### config.mk
export PLATFORM = sky130hd
export DESIGN_NAME = service_rx
export DESIGN_NICKNAME = d
export VERILOG_FILES = /design/src/rtl/service_rx_pkg.sv /design/src/rtl/service_rx_fifo.sv /design/src/rtl/service_rx.sv
export SDC_FILE = /design/constraint.sdc
export NUM_CORES = 1
export LEC_CHECK = 0
export BUFFER_PORTS_ARGS = -buffer_cell sky130_fd_sc_hd__buf_2
export CAP_MARGIN = 0
export CORE_AREA = 5 5 120 122
export CTS_CLUSTER_DIAMETER = 150
export CTS_CLUSTER_SIZE = 30
export DETAILED_ROUTE_END_ITERATION = 10
export DIE_AREA = 0 0 125 127
export HOLD_SLACK_MARGIN = 0.12
export PLACE_DENSITY = 0.68
export SYNTH_ARGS = -nofsm -noshare
export SYNTH_HDL_FRONTEND = slang
export SYNTH_SLANG_ARGS = --single-unit
### constraint.sdc
create_clock -name wb_clk -period 4.3 [get_ports wb_clk]
set_clock_uncertainty 0.1 [all_clocks]
set_input_delay 0.215 -clock wb_clk [delete_from_list [all_inputs] [get_ports wb_clk]]
set_output_delay 0.215 -clock wb_clk [all_outputs]
set_load 0.1 [all_outputs]
### src/rtl/service_rx_pkg.sv
// Shared types and default sizing for the service_rx serial receiver.
// ST_PARITY is only reachable when SERVICE_RX_PARITY_EN is defined.
package service_rx_pkg;

    localparam int DEF_WIDTH = 32;
    localparam int DEF_DEPTH = 4;

    typedef enum logic [1:0] {
        ST_IDLE   = 2'd0,
        ST_DATA   = 2'd1,
        ST_PARITY = 2'd2,
        ST_STOP   = 2'd3
    } rx_state_t;

endpackage

### src/rtl/service_rx_fifo.sv
// Output FIFO for received words: power-of-two depth, extra pointer MSB
// distinguishes full from empty. Head word reads as zero while empty.
module service_rx_fifo
    import service_rx_pkg::*;
#(
    parameter int WIDTH = DEF_WIDTH,
    parameter int DEPTH = DEF_DEPTH
) (
    input  logic             wb_clk,
    input  logic             wb_rst,
    input  logic             i_push,
    input  logic             i_pop,
    input  logic [WIDTH-1:0] i_wdata,
    output logic [WIDTH-1:0] o_rdata,
    output logic             o_full,
    output logic             o_empty
);

    localparam int AW = $clog2(DEPTH);

    logic [WIDTH-1:0] r_mem [DEPTH];
    logic [AW:0]      r_wptr;
    logic [AW:0]      r_rptr;
    logic             w_do_push;
    logic             w_do_pop;

    assign o_empty   = (r_wptr == r_rptr);
    assign o_full    = (r_wptr[AW] != r_rptr[AW]) && (r_wptr[AW-1:0] == r_rptr[AW-1:0]);
    assign w_do_pop  = i_pop && !o_empty;
    // Caller only pushes when full if a pop frees the head slot this cycle.
    assign w_do_push = i_push && (!o_full || w_do_pop);
    assign o_rdata   = o_empty ? '0 : r_mem[r_rptr[AW-1:0]];

    always_ff @(posedge wb_clk) begin
        if (wb_rst) begin
            r_wptr <= '0;
            r_rptr <= '0;
        end else begin
            if (w_do_push) begin
                r_wptr <= r_wptr + (AW+1)'(1);
            end
            if (w_do_pop) begin
                r_rptr <= r_rptr + (AW+1)'(1);
            end
        end
    end

    always_ff @(posedge wb_clk) begin
        if (w_do_push) begin
            r_mem[r_wptr[AW-1:0]] <= i_wdata;
        end
    end

endmodule

### src/rtl/service_rx.sv
// Serial frame receiver (start 0, WIDTH bits LSB first, stop 1) feeding a FIFO.
// Define SERVICE_RX_PARITY_EN to add an even-parity bit between data and stop.
module service_rx
    import service_rx_pkg::*;
#(
    parameter int WIDTH = DEF_WIDTH,
    parameter int DEPTH = DEF_DEPTH
) (
    input  logic             wb_clk,
    input  logic             wb_rst,
    input  logic             i_data,
    output logic [WIDTH-1:0] o_word,
    output logic             o_valid,
    input  logic             i_ready,
    output logic             o_frame_err,
    output logic             o_overflow,
    input  logic             i_clr
);

    localparam int CW = (WIDTH > 1) ? $clog2(WIDTH) : 1;

    rx_state_t        r_state;
    logic [CW-1:0]    r_cnt;
    logic [WIDTH-1:0] r_shift;
    logic             r_frame_err;
    logic             r_overflow;

    logic w_full;
    logic w_empty;
    logic w_pop;
    logic w_accept;
    logic w_par_ok;
    logic w_push_req;
    logic w_push;
    logic w_err_evt;
    logic w_ovf_evt;

`ifdef SERVICE_RX_PARITY_EN
    logic r_par_ok;
    assign w_par_ok = r_par_ok;
`else
    assign w_par_ok = 1'b1;
`endif

    assign w_pop      = !w_empty && i_ready;
    assign w_accept   = !w_full || w_pop;
    assign w_push_req = (r_state == ST_STOP) && i_data && w_par_ok;
    assign w_push     = w_push_req && w_accept;
    assign w_err_evt  = (r_state == ST_STOP) && (!i_data || !w_par_ok);
    assign w_ovf_evt  = w_push_req && !w_accept;

    assign o_valid     = !w_empty;
    assign o_frame_err = r_frame_err;
    assign o_overflow  = r_overflow;

    always_ff @(posedge wb_clk) begin
        if (wb_rst) begin
            r_state     <= ST_IDLE;
            r_cnt       <= '0;
            r_shift     <= '0;
            r_frame_err <= 1'b0;
            r_overflow  <= 1'b0;
`ifdef SERVICE_RX_PARITY_EN
            r_par_ok    <= 1'b1;
`endif
        end else begin
            case (r_state)
                ST_IDLE: begin
                    if (!i_data) begin
                        r_state <= ST_DATA;
                        r_cnt   <= '0;
                    end
                end
                ST_DATA: begin
                    r_shift[r_cnt] <= i_data;
                    if (r_cnt == CW'(WIDTH-1)) begin
                        r_cnt <= '0;
`ifdef SERVICE_RX_PARITY_EN
                        r_state <= ST_PARITY;
`else
                        r_state <= ST_STOP;
`endif
                    end else begin
                        r_cnt <= r_cnt + CW'(1);
                    end
                end
`ifdef SERVICE_RX_PARITY_EN
                ST_PARITY: begin
                    // Even parity: the parity bit equals the XOR of the data bits.
                    r_par_ok <= ((^r_shift) == i_data);
                    r_state  <= ST_STOP;
                end
`endif
                ST_STOP: begin
                    r_state <= ST_IDLE;
                end
                default: begin
                    r_state <= ST_IDLE;
                end
            endcase

            // Clear first so a same-cycle error event keeps its flag set.
            if (i_clr) begin
                r_frame_err <= 1'b0;
                r_overflow  <= 1'b0;
            end
            if (w_err_evt) begin
                r_frame_err <= 1'b1;
            end
            if (w_ovf_evt) begin
                r_overflow <= 1'b1;
            end
        end
    end

    service_rx_fifo #(
        .WIDTH (WIDTH),
        .DEPTH (DEPTH)
    ) u_fifo (
        .wb_clk  (wb_clk),
        .wb_rst  (wb_rst),
        .i_push  (w_push),
        .i_pop   (w_pop),
        .i_wdata (r_shift),
        .o_rdata (o_word),
        .o_full  (w_full),
        .o_empty (w_empty)
    );

endmodule
==> results of run 1 <==
## metrics by stage
step	cell area, um2	cells
2_1_floorplan	7120	484
3_3_place_gp	7480	677
3_5_place_dp	7480	677
4_1_cts	7990	709
5_1_grt	7990	709
6_report	7990	709
## routing by layer
| metal | up-vias | routed length (um) | share of wire [%] | GRT usage, % |
|---|---|---|---|---|
| met2 | 58 | 6180 | 51 | 27.7 |
| li1 | 1862 | - | - | - |
| met5 | - | 0 | 0 | 0 |
| met4 | 0 | 280 | 2.3 | 7.46 |
| met1 | 1928 | 5380 | 44 | 20.6 |
| met3 | 19 | 361 | 3.0 | 3.96 |
## tightest hold or removal path, cell delays in order
cell	delay, ns
buf_2	0.31
nand2_1	0.13
a21oi_1	0.05
## layout make-up
type | count | area [um2]
well taps | 176 | 220
repair buffers | 47 | 260
clock inverters | 9 | 45.0
fillers | 980 | 5090
inverters | 9 | 33.8
clock buffers | 21 | 440
multi-input cells | 270 | 2160
flip-flops and latches | 177 | 4830
## registers in the layout, summed over array words and instances (netlist names), named ones only
name,flops
o_frame_err,1
o_overflow,1
r_cnt,5
r_shift,32
r_state,2
u_fifo.r_mem,128
u_fifo.r_rptr,3
u_fifo.r_wptr,3
## worst paths after layout
path | end | slack, ns | cells past startpoint
worst max-delay path | o_word[12] | 1.44 | 4
worst min-delay path | r_shift[20]$_SDFFE_PP0P_ | 0.25 | 3
worst max register to register | u_fifo.r_wptr[2]$_SDFFE_PP0P_ | 1.96 | 5
worst min register to register | o_frame_err$_SDFFE_PP0P_ | 0.38 | 2
## power by group through the flow
stage / combinational [mW] / sequential, mW / clock (mW)
global route: 0.0380 / 1.81 / 1.40
floorplan: 0.0268 / 1.85 / 0
global placement: 0.0316 / 1.85 / 0
finish: 0.0340 / 1.81 / 1.29
CTS: 0.0337 / 1.81 / 1.31
detailed placement: 0.0324 / 1.85 / 0
## cells in the mapped netlist, drive strengths merged, types with 6 or more instances
cell type,n
edfxtp,128
dfxtp,49
nand2,48
a21oi,33
mux4,32
nor2,29
nand3,18
nor2b,18
and2b,16
o21ai,15
buf,14
clkbuf,14
ha,10
inv,9
nand3b,8
mux2i,6
## logic make-up after synthesis
group | synth area share (%)
flops | 67.8
simple gates | 11.9
compound gates | 4.31
mux | 11.0
buf+inv | 2.20
fa+ha+maj | 1.76
xor+xnor | 1.09
==> metrics.md, run 1 <==
| Metric | Value |
|---|---|
| Commonest non-fill, non-tap cell in the layout | edfxtp_1 |
| CTS tree | built |
| CP max stage cell | dfxtp_2 |
| CTS root buffer | clkbuf_16 |
| Final Util | 61.1% |
| Max stage delay on crit path | 0.68 ns |
| Total GRT Usage | between 10% and 20% |
| Worst slew pin tran | 0.917 ns |
| Post-CTS Setup Bufs | 0 |
| Critical path's top delay family | buffers and inverters |
| Commonest cells after routing, fill and taps aside | 128 x edfxtp_1, 48 x nand2_1, 47 x dfxtp_1, 39 x buf_2, 33 x a21oi_1 |
| Crit path cell chain | buf_4, mux4_2, and2b_1, buf_2 |
| Top_reg_cell synth | edfxtp_1 |
| Max Freq | 350 MHz |
| Buffer and inverter count on the worst path | 2 |
| Syn_nets | 499 |
| Asr flop ratio synth | 0% |
| Min cycle time layout | 2.86 ns |
| Longest Clk Path Bufs | 2 |
| Register area share after synthesis | 67.8% |
| Crit path kind | reg -> out |
| Peak supply drop | 0.000190 V |
| Cells after Synth | 484 |
| Sw Share | 19.0% |
| Global-route wire length before repair | 20400 um |
| Total CTS buffers | 17 |
| Drt wl/cell | 17.2 um |
| Syn_area_per_cell | 14.7 um2 |
| Final setup viols | 0 |
| H-Tree Depth | 4 |
| Share of layout cells above drive strength 1 | 20.8% |
| Post-synth top area share | 54.0% |
| Hold WC Path Type | in -> reg |
| Internal power | 2.54 mW |
| Die X | 125 um |
| Routed Antenna Nets | 0 |
| I/O Buffers | 39 |
| Largest net degree at the start of global routing | 49 |
| CTS sink cnt | between 150 and 200 |
| Starting Density | 54.4% |
| RSZ-0062 raised after global routing | false |
| Clk Latency, worst-skew pair | 0.42 ns |
| Status | complete, no violations |
| Pwr Total | 3.13 mW |
| Initial antenna violation count | 0 |
| Mapped Area | 7120 um2 |
| Hold Crit Start | i_data |
| Synth warn | 0 |
| Hold Fails Final Rpt | 0 |
| Seq pwr share | 57.9% |
| Setup crit start kind | register |
| Fin nets | between 500 and 600 |
| Hold_buf cts | 2 |
| Pwr/cell area | 392 nW/um2 |
| Clk pwr share | between 40 and 50% |
| Place WS | 1.76 ns |
| # DRC | 0 |
| Count of different cell masters after synthesis | 38 |
| RD Place Congestion | 0.773 |
| Leakage power | ~2.8 nW |
| Vias | 3867 |
| Critical path peak fanout | 17 |
| Drt via density | 5.45 |
| PnR worst setup slack | 1.44 ns |
| Worst R2R Start | r_state[1]$_SDFFE_PP0P_ |
| Initial DRC count | about 340 |
| Synth area leader | edfxtp_1 |
| Cell Rows | 42 |
| Post-synth EDFFs | 128 |
| Layout area overhead | 12.2% |
| Die H | ~130 um |
| Final WL | 12200 um |
| Hold slack | 0.253 ns |
| # resized after CTS | 0 |
| Rel. slew slack | approximately two fifths |
| Max Slew Vio Count | 0 |
| Synth area leaders | edfxtp_1 54%, dfxtp_1 14%, mux4_2 10% |
| Vias in the first global route | 3945 |
| P_sw | 596 uW |
| Die ar. | between 15000 and 20000 um2 |
| Crit. End Element | output pin |
| Post-detail-place hpwl | 7410 um |
| Critical Path AT | roughly 2.5 ns |
| Total core area | 13100 um2 |
| ANT cells | 0 |
| Drt pass-1 iters | 4 |
| Yosys reg bits | 177 |
| I/O Pins | 40 |
| Number of max-cap violations | 0 |
| Crit share post-route | between 60 and 70% |
| Setup TNS | 0 ns |
| Total gr overflow | 0 |
| Comb pwr share | 1.1% |
| Required @ worst endpoint | 3.98 ns |
| Worst-path clk slew | 0.06 ns |
Power figures use the tool's default switching activity.
==> inputs of run 2 (changes only) <==
--- a/config.mk
+++ b/config.mk
@@ -7,13 +7,13 @@
 export LEC_CHECK = 0
 export BUFFER_PORTS_ARGS = -buffer_cell sky130_fd_sc_hd__buf_2
 export CAP_MARGIN = 0
-export CORE_AREA = 5 5 120 122
+export CORE_AREA = 5 5 121 123
 export CTS_CLUSTER_DIAMETER = 150
 export CTS_CLUSTER_SIZE = 30
 export DETAILED_ROUTE_END_ITERATION = 10
-export DIE_AREA = 0 0 125 127
+export DIE_AREA = 0 0 126 128
 export HOLD_SLACK_MARGIN = 0.12
-export PLACE_DENSITY = 0.68
+export PLACE_DENSITY = 0.7
 export SYNTH_ARGS = -nofsm -noshare
 export SYNTH_HDL_FRONTEND = slang
 export SYNTH_SLANG_ARGS = --single-unit
==> constraint.sdc (replaced) <==
create_clock -name wb_clk -period 2.5 [get_ports wb_clk]
set_clock_uncertainty 0.1 [all_clocks]
set_input_delay 0.125 -clock wb_clk [delete_from_list [all_inputs] [get_ports wb_clk]]
set_output_delay 0.125 -clock wb_clk [all_outputs]
set_load 0.1 [all_outputs]
==> metrics.md, run 2 (synthesis gave the netlist of run 1 again) <==
| Metric | Value |
|---|---|
| Status | complete, no violations (unchanged) |
| Worst r2r dst | r_cnt[2]$_SDFFE_PP0P_ (was u_fifo.r_wptr[2]$_SDFFE_PP0P_) |
| Crit share post-route | 91.6% |
| RSZ-0062 raised after global routing | false (unchanged) |
| Final non-filler cell area | 8640 um2 (was 7990 um2) |
| H-Tree Depth | 4 (unchanged) |
| Final setup viols | 0 (unchanged) |
| Worst slew pin tran | 0.882 ns (was 0.917 ns) |
| CTS tree | built (unchanged) |
| Worst R2R Start | r_cnt[0]$_SDFFE_PP0P_ (was r_state[1]$_SDFFE_PP0P_) |
| Hold_buf cts | 3 (was 2) |
| Max FFs per register | 128 (unchanged) |
| Share of layout cells above drive strength 1 | 22.7% (was 20.8%) |
| Place WS | 0.406 ns (was 1.76 ns) |
| Hold slack | 0.211 ns (was 0.253 ns) |
| Final Util | 63.7% (was 61.1%) |
| Initial DRC count | 394 (was 337) |
| Required @ worst endpoint | 2.28 ns (was 3.98 ns) |
| Rel. slew slack | 41.2% (was 38.4%) |
| RD Place Congestion | 0.826 (was 0.773) |
| Vias in the first global route | 4144 (was 3945) |
| Longest Clk Path Bufs | 2 (unchanged) |
| Pwr Total | 5.57 mW (was 3.13 mW) |
| Commonest cells after routing, fill and taps aside | 128 x edfxtp_1, 48 x nand2_1, 48 x dfxtp_1, 36 x buf_12, 33 x a21oi_1 (was 128 x edfxtp_1, 48 x nand2_1, 47 x dfxtp_1, 39 x buf_2, 33 x a21oi_1) |
| Vias | 3951 (was 3867) |
| CTS sink cnt | 177 (unchanged) |
| Commonest non-fill, non-tap cell in the layout | edfxtp_1 (unchanged) |
| Crit path kind | reg -> out (unchanged) |
| ANT cells | 0 (unchanged) |
| Critical Path AT | 2.07 ns (was 2.54 ns) |
| Fin nets | 544 (was 537) |
| Starting Density | 52.5% (was 54.4%) |
| Global-route wire length before repair | 21200 um (was 20400 um) |
| Die H | 128 um (was 127 um) |
| Layout area overhead | 21.3% (was 12.2%) |
| Post-CTS Setup Bufs | 0 (unchanged) |
| I/O Pins | 40 (unchanged) |
| # DRC | 0 (unchanged) |
| Initial antenna violation count | 0 (unchanged) |
| Number of max-cap violations | 0 (unchanged) |
| Largest net degree at the start of global routing | 49 (unchanged) |
| Hold Crit Start | wb_rst (was i_data) |
| Hold WC Path Type | in -> reg (unchanged) |
| Worst Hold Endpoint | u_fifo.r_wptr[1]$_SDFFE_PP0P_ (was r_shift[20]$_SDFFE_PP0P_) |
| PnR worst setup slack | 0.210 ns (was 1.44 ns) |
| Final WL | 12900 um (was 12200 um) |
| Crit. End Element | output pin (unchanged) |
| Clk Latency, worst-skew pair | 0.41 ns (was 0.42 ns) |
| Total gr overflow | 0 (unchanged) |
| Post-route insts no fill | 722 (was 709) |
| Drt wl/cell | 17.9 um (was 17.2 um) |
| Peak supply drop | 0.000371 V (was 0.000190 V) |
| Cell Rows | 43 (was 42) |
| Leakage power | 2.93 nW (was 2.79 nW) |
| Placed Cells incl. Taps | 687 (was 677) |
| Hold Fails Final Rpt | 0 (unchanged) |
| CTS root buffer | clkbuf_16 (unchanged) |
| Drt pass-1 iters | 4 (unchanged) |
| Reg2reg path depth | 6 (was 5) |
| Total GRT Usage | 17.0% (was 16.5%) |
| Routed Antenna Nets | 0 (unchanged) |
| Critical path peak fanout | 20 (was 17) |
| Min cycle time layout | 2.29 ns |
| Pwr/cell area | 645 nW/um2 (was 392 nW/um2) |
| Total CTS buffers | 17 (unchanged) |
| Worst-path clk slew | 0.06 ns (about the same) |
| Setup crit start kind | register (unchanged) |
| Post-detail-place hpwl | 7870 um (was 7410 um) |
| Total core area | 13600 um2 (was 13100 um2) |
| Setup TNS | 0 ns (unchanged) |
| Max Freq | 437 MHz |
| Placed Area | 8080 um2 (was 7480 um2) |
| Hold Path Cell Cnt | 2 (was 3) |
| Die ar. | 16100 um2 (was 15900 um2) |
| R2R setup slack | 0.34 ns (was 1.96 ns) |
| Max Slew Vio Count | 0 (unchanged) |
| # resized after CTS | 0 (unchanged) |
| I/O Buffers | 39 (unchanged) |
| Drt via density | 5.47 (was 5.45) |
| Die X | 126 um (was 125 um) |
run 2: worst max path at each step:
stage	from	endpoint	slack, ns	cells after the start
after detailed placement	r_cnt[0]$_SDFFE_PP0P_	r_cnt[2]$_SDFFE_PP0P_	0.41	6
after CTS	register	o_word[30]	0.16	4
after global routing	register	o_word[27]	0.07	4
final	register	o_word[30]	0.21	4
after global placement	r_cnt[0]$_SDFFE_PP0P_	r_cnt[2]$_SDFFE_PP0P_	0.44	6
after floorplan	u_fifo.r_wptr[0]$_SDFFE_PP0P_	o_word[0]	-0.05	4
run 2: worst max-delay path: stages (launching register included):
cell,delay (ns)
dfxtp_2,0.32
buf_4,0.38
mux4_2,0.57
and2b_1,0.21
buf_12,0.17
run 2: metal layers:
metal | vias up | routed length (um) | track usage, %
met1 | 1982 | 5400 | 21.2
met5 | - | 0 | 0
li1 | 1882 | - | -
met4 | 0 | 104 | 5.62
met3 | 9 | 510 | 4.00
met2 | 78 | 6870 | 29.6
run 2: cell type report:
| type | count | area [um2] |
|---|---|---|
| timing repair buffer | 54 | 846 |
| multi-input combinational | 270 | 2180 |
| fill | 991 | 4920 |
| clock buffer | 22 | 444 |
| tap | 180 | 225 |
| sequential | 177 | 4830 |
| inverter | 9 | 33.8 |
| clock inverter | 10 | 85.1 |
run 2: where the power goes:
| part | internal [mW] | leakage (nW) | switching, mW |
|---|---|---|---|
| Sequential | 3.11 | 1.59 | 0.00499 |
| Combinational | 0.0191 | 1.09 | 0.0491 |
| Clock | 1.36 | 0.250 | 1.02 |
==> inputs of run 3 (changes only) <==
--- a/config.mk
+++ b/config.mk
@@ -7,13 +7,13 @@
 export LEC_CHECK = 0
 export BUFFER_PORTS_ARGS = -buffer_cell sky130_fd_sc_hd__buf_2
 export CAP_MARGIN = 0
-export CORE_AREA = 5 5 121 123
+export CORE_AREA = 5 5 88 171
 export CTS_CLUSTER_DIAMETER = 150
 export CTS_CLUSTER_SIZE = 30
 export DETAILED_ROUTE_END_ITERATION = 10
-export DIE_AREA = 0 0 126 128
+export DIE_AREA = 0 0 93 176
 export HOLD_SLACK_MARGIN = 0.12
-export PLACE_DENSITY = 0.7
+export PLACE_DENSITY = 0.69
 export SYNTH_ARGS = -nofsm -noshare
 export SYNTH_HDL_FRONTEND = slang
 export SYNTH_SLANG_ARGS = --single-unit
==> metrics.md, run 3 (synthesis gave the netlist of run 1 again) <==
| Metric | Value |
|---|---|
| Die H | 176 um (was 128 um) |
| Final WL | 13500 um (was 12900 um) |
| Drt via density | 5.71 (was 5.47) |
| Initial antenna violation count | 0 (unchanged) |
| Commonest non-fill, non-tap cell in the layout | edfxtp_1 (unchanged) |
| Total core area | 13500 um2 (was 13600 um2) |
| Buffer and inverter count on the worst path | 2 (unchanged) |
| Longest Clk Path Bufs | 2 (unchanged) |
| Largest net degree at the start of global routing | 49 (unchanged) |
| Global-route wire length before repair | 21500 um (was 21200 um) |
| Place WS | 0.389 ns (was 0.406 ns) |
| Total gr overflow | 0 (unchanged) |
| Worst r2r dst | r_cnt[2]$_SDFFE_PP0P_ (unchanged) |
| ANT cells | 0 (unchanged) |
| Die X | 93 um (was 126 um) |
| Post-CTS Setup Bufs | 0 (unchanged) |
| Worst R2R Start | r_cnt[0]$_SDFFE_PP0P_ (unchanged) |
| Drt pass-1 iters | 4 (unchanged) |
| Total GRT Usage | 17.6% (was 17.0%) |
| Max stage delay on crit path | 0.46 ns (was 0.57 ns) |
| Crit. End Element | output pin (unchanged) |
| CTS root buffer | clkbuf_16 (unchanged) |
| Starting Density | 52.7% (was 52.5%) |
| Critical Path AT | 2.09 ns (was 2.07 ns) |
| CTS sink cnt | 177 (unchanged) |
| Share of layout cells above drive strength 1 | 22.9% (was 22.7%) |
| PnR worst setup slack | 0.184 ns (was 0.210 ns) |
| Required @ worst endpoint | 2.28 ns (about the same) |
| Setup TNS | 0 ns (unchanged) |
| CP max stage cell | dfxtp_1 (was mux4_2) |
| Critical path peak fanout | 33 (was 20) |
| Hold Fails Final Rpt | 0 (unchanged) |
| # DRC | 0 (unchanged) |
| RSZ-0062 raised after global routing | false (unchanged) |
| Total CTS buffers | 17 (unchanged) |
| Status | complete, no violations (unchanged) |
| Final setup viols | 0 (unchanged) |
| Layout area overhead | 21.2% (was 21.3%) |
| Commonest cells after routing, fill and taps aside | 128 x edfxtp_1, 48 x nand2_1, 48 x dfxtp_1, 37 x buf_12, 33 x a21oi_1 (was 128 x edfxtp_1, 48 x nand2_1, 48 x dfxtp_1, 36 x buf_12, 33 x a21oi_1) |
| H-Tree Depth | 4 (unchanged) |
| Vias in the first global route | 4014 (was 4144) |
| Min cycle time layout | 2.32 ns (was 2.29 ns) |
| Max FFs per register | 128 (unchanged) |
| Routed Antenna Nets | 0 (unchanged) |
| Post-route insts no fill | 696 (was 722) |
| Die ar. | 16400 um2 (was 16100 um2) |
| R2R setup slack | 0.35 ns (was 0.34 ns) |
| Hold Path Cell Cnt | 2 (unchanged) |
| Hold_buf cts | 4 (was 3) |
| # resized after CTS | 0 (unchanged) |
| I/O Buffers | 39 (unchanged) |
| Vias | 3973 (was 3951) |
| Worst slew pin tran | 0.899 ns (was 0.882 ns) |
| Leakage power | 2.94 nW (was 2.93 nW) |
| I/O Pins | 40 (unchanged) |
| Cell Rows | 60 (was 43) |
| RD Place Congestion | 0.765 (was 0.826) |
| Drt wl/cell | 19.3 um (was 17.9 um) |
| Crit path cell chain | xor2_1, nor3_4, buf_4, nor2b_1, buf_12 (was buf_4, mux4_2, and2b_1, buf_12) |
| Initial DRC count | 344 (was 394) |
| Crit share post-route | 92.7% (was 91.6%) |
| Hold Crit Start | wb_rst (unchanged) |
| Peak supply drop | 0.000520 V (was 0.000371 V) |
| Pwr/cell area | 651 nW/um2 (was 645 nW/um2) |
| CTS tree | built (unchanged) |
| Pwr Total | 5.62 mW (was 5.57 mW) |
| Max Freq | 432 MHz (was 437 MHz) |
| Placed Cells incl. Taps | 660 (was 687) |
| Setup crit start kind | register (unchanged) |
| Post-detail-place hpwl | 8290 um (was 7870 um) |
| Rel. slew slack | 40.1% (was 41.2%) |
| Fin nets | 543 (was 544) |
| Crit path kind | reg -> out (unchanged) |
| Hold WC Path Type | in -> reg (unchanged) |
| Max Slew Vio Count | 0 (unchanged) |
| Clk Latency, worst-skew pair | 0.42 ns (was 0.41 ns) |
| Critical Path Stages | 5 (was 4) |
| Reg2reg path depth | 6 (unchanged) |
| Worst-path clk slew | 0.06 ns (about the same) |
| Critical path's top delay family | buffers and inverters (was multiplexers) |
| Number of max-cap violations | 0 (unchanged) |
## run 3: where the power goes
| group | total, mW | internal (mW) | switching, mW |
|---|---|---|---|
| Sequential | 3.12 | 3.11 | 0.00799 |
| Combinational | 0.0630 | 0.0177 | 0.0452 |
| Clock | 2.44 | 1.36 | 1.08 |
## run 3: area by class of cell
cell class | instances | area, um2
Clock buffer | 18 | 429
Clock inverter | 14 | 116
Fill cell | 966 | 4880
Inverter | 9 | 33.8
Multi-Input combinational cell | 270 | 2180
Sequential cell | 177 | 4830
Tap cell | 155 | 194
Timing Repair Buffer | 53 | 853
## run 3: how the worst max path moves through the flow
stage / startpoint / to / slack, ns
2_1_floorplan: u_fifo.r_wptr[0]$_SDFFE_PP0P_ / o_word[0] / -0.05
3_3_place_gp: r_cnt[0]$_SDFFE_PP0P_ / r_cnt[2]$_SDFFE_PP0P_ / 0.44
3_5_place_dp: r_cnt[0]$_SDFFE_PP0P_ / r_cnt[2]$_SDFFE_PP0P_ / 0.39
4_1_cts: u_fifo.r_wptr[1]$_SDFFE_PP0P_ / o_word[4] / 0.13
5_1_grt: u_fifo.r_wptr[1]$_SDFFE_PP0P_ / o_word[16] / 0.07
6_report: u_fifo.r_wptr[1]$_SDFFE_PP0P_ / o_word[16] / 0.18
## run 3: per-stage QoR
step | hold WS, ns | area, um2 | utilization, %
2_1_floorplan | 0.207 | 7140 | -
3_3_place_gp | 0.313 | 8050 | 59.5
3_5_place_dp | 0.322 | 8050 | 59.5
4_1_cts | 0.201 | 8630 | 63.9
5_1_grt | 0.242 | 8630 | 63.9
6_report | 0.215 | 8630 | 63.9
## run 3: layer usage
layer | wire [um] | track usage (%)
met1 | 4850 | 19.0
met2 | 7920 | 33.2
met3 | 486 | 4.05
met4 | 205 | 6.18
met5 | 0 | 0
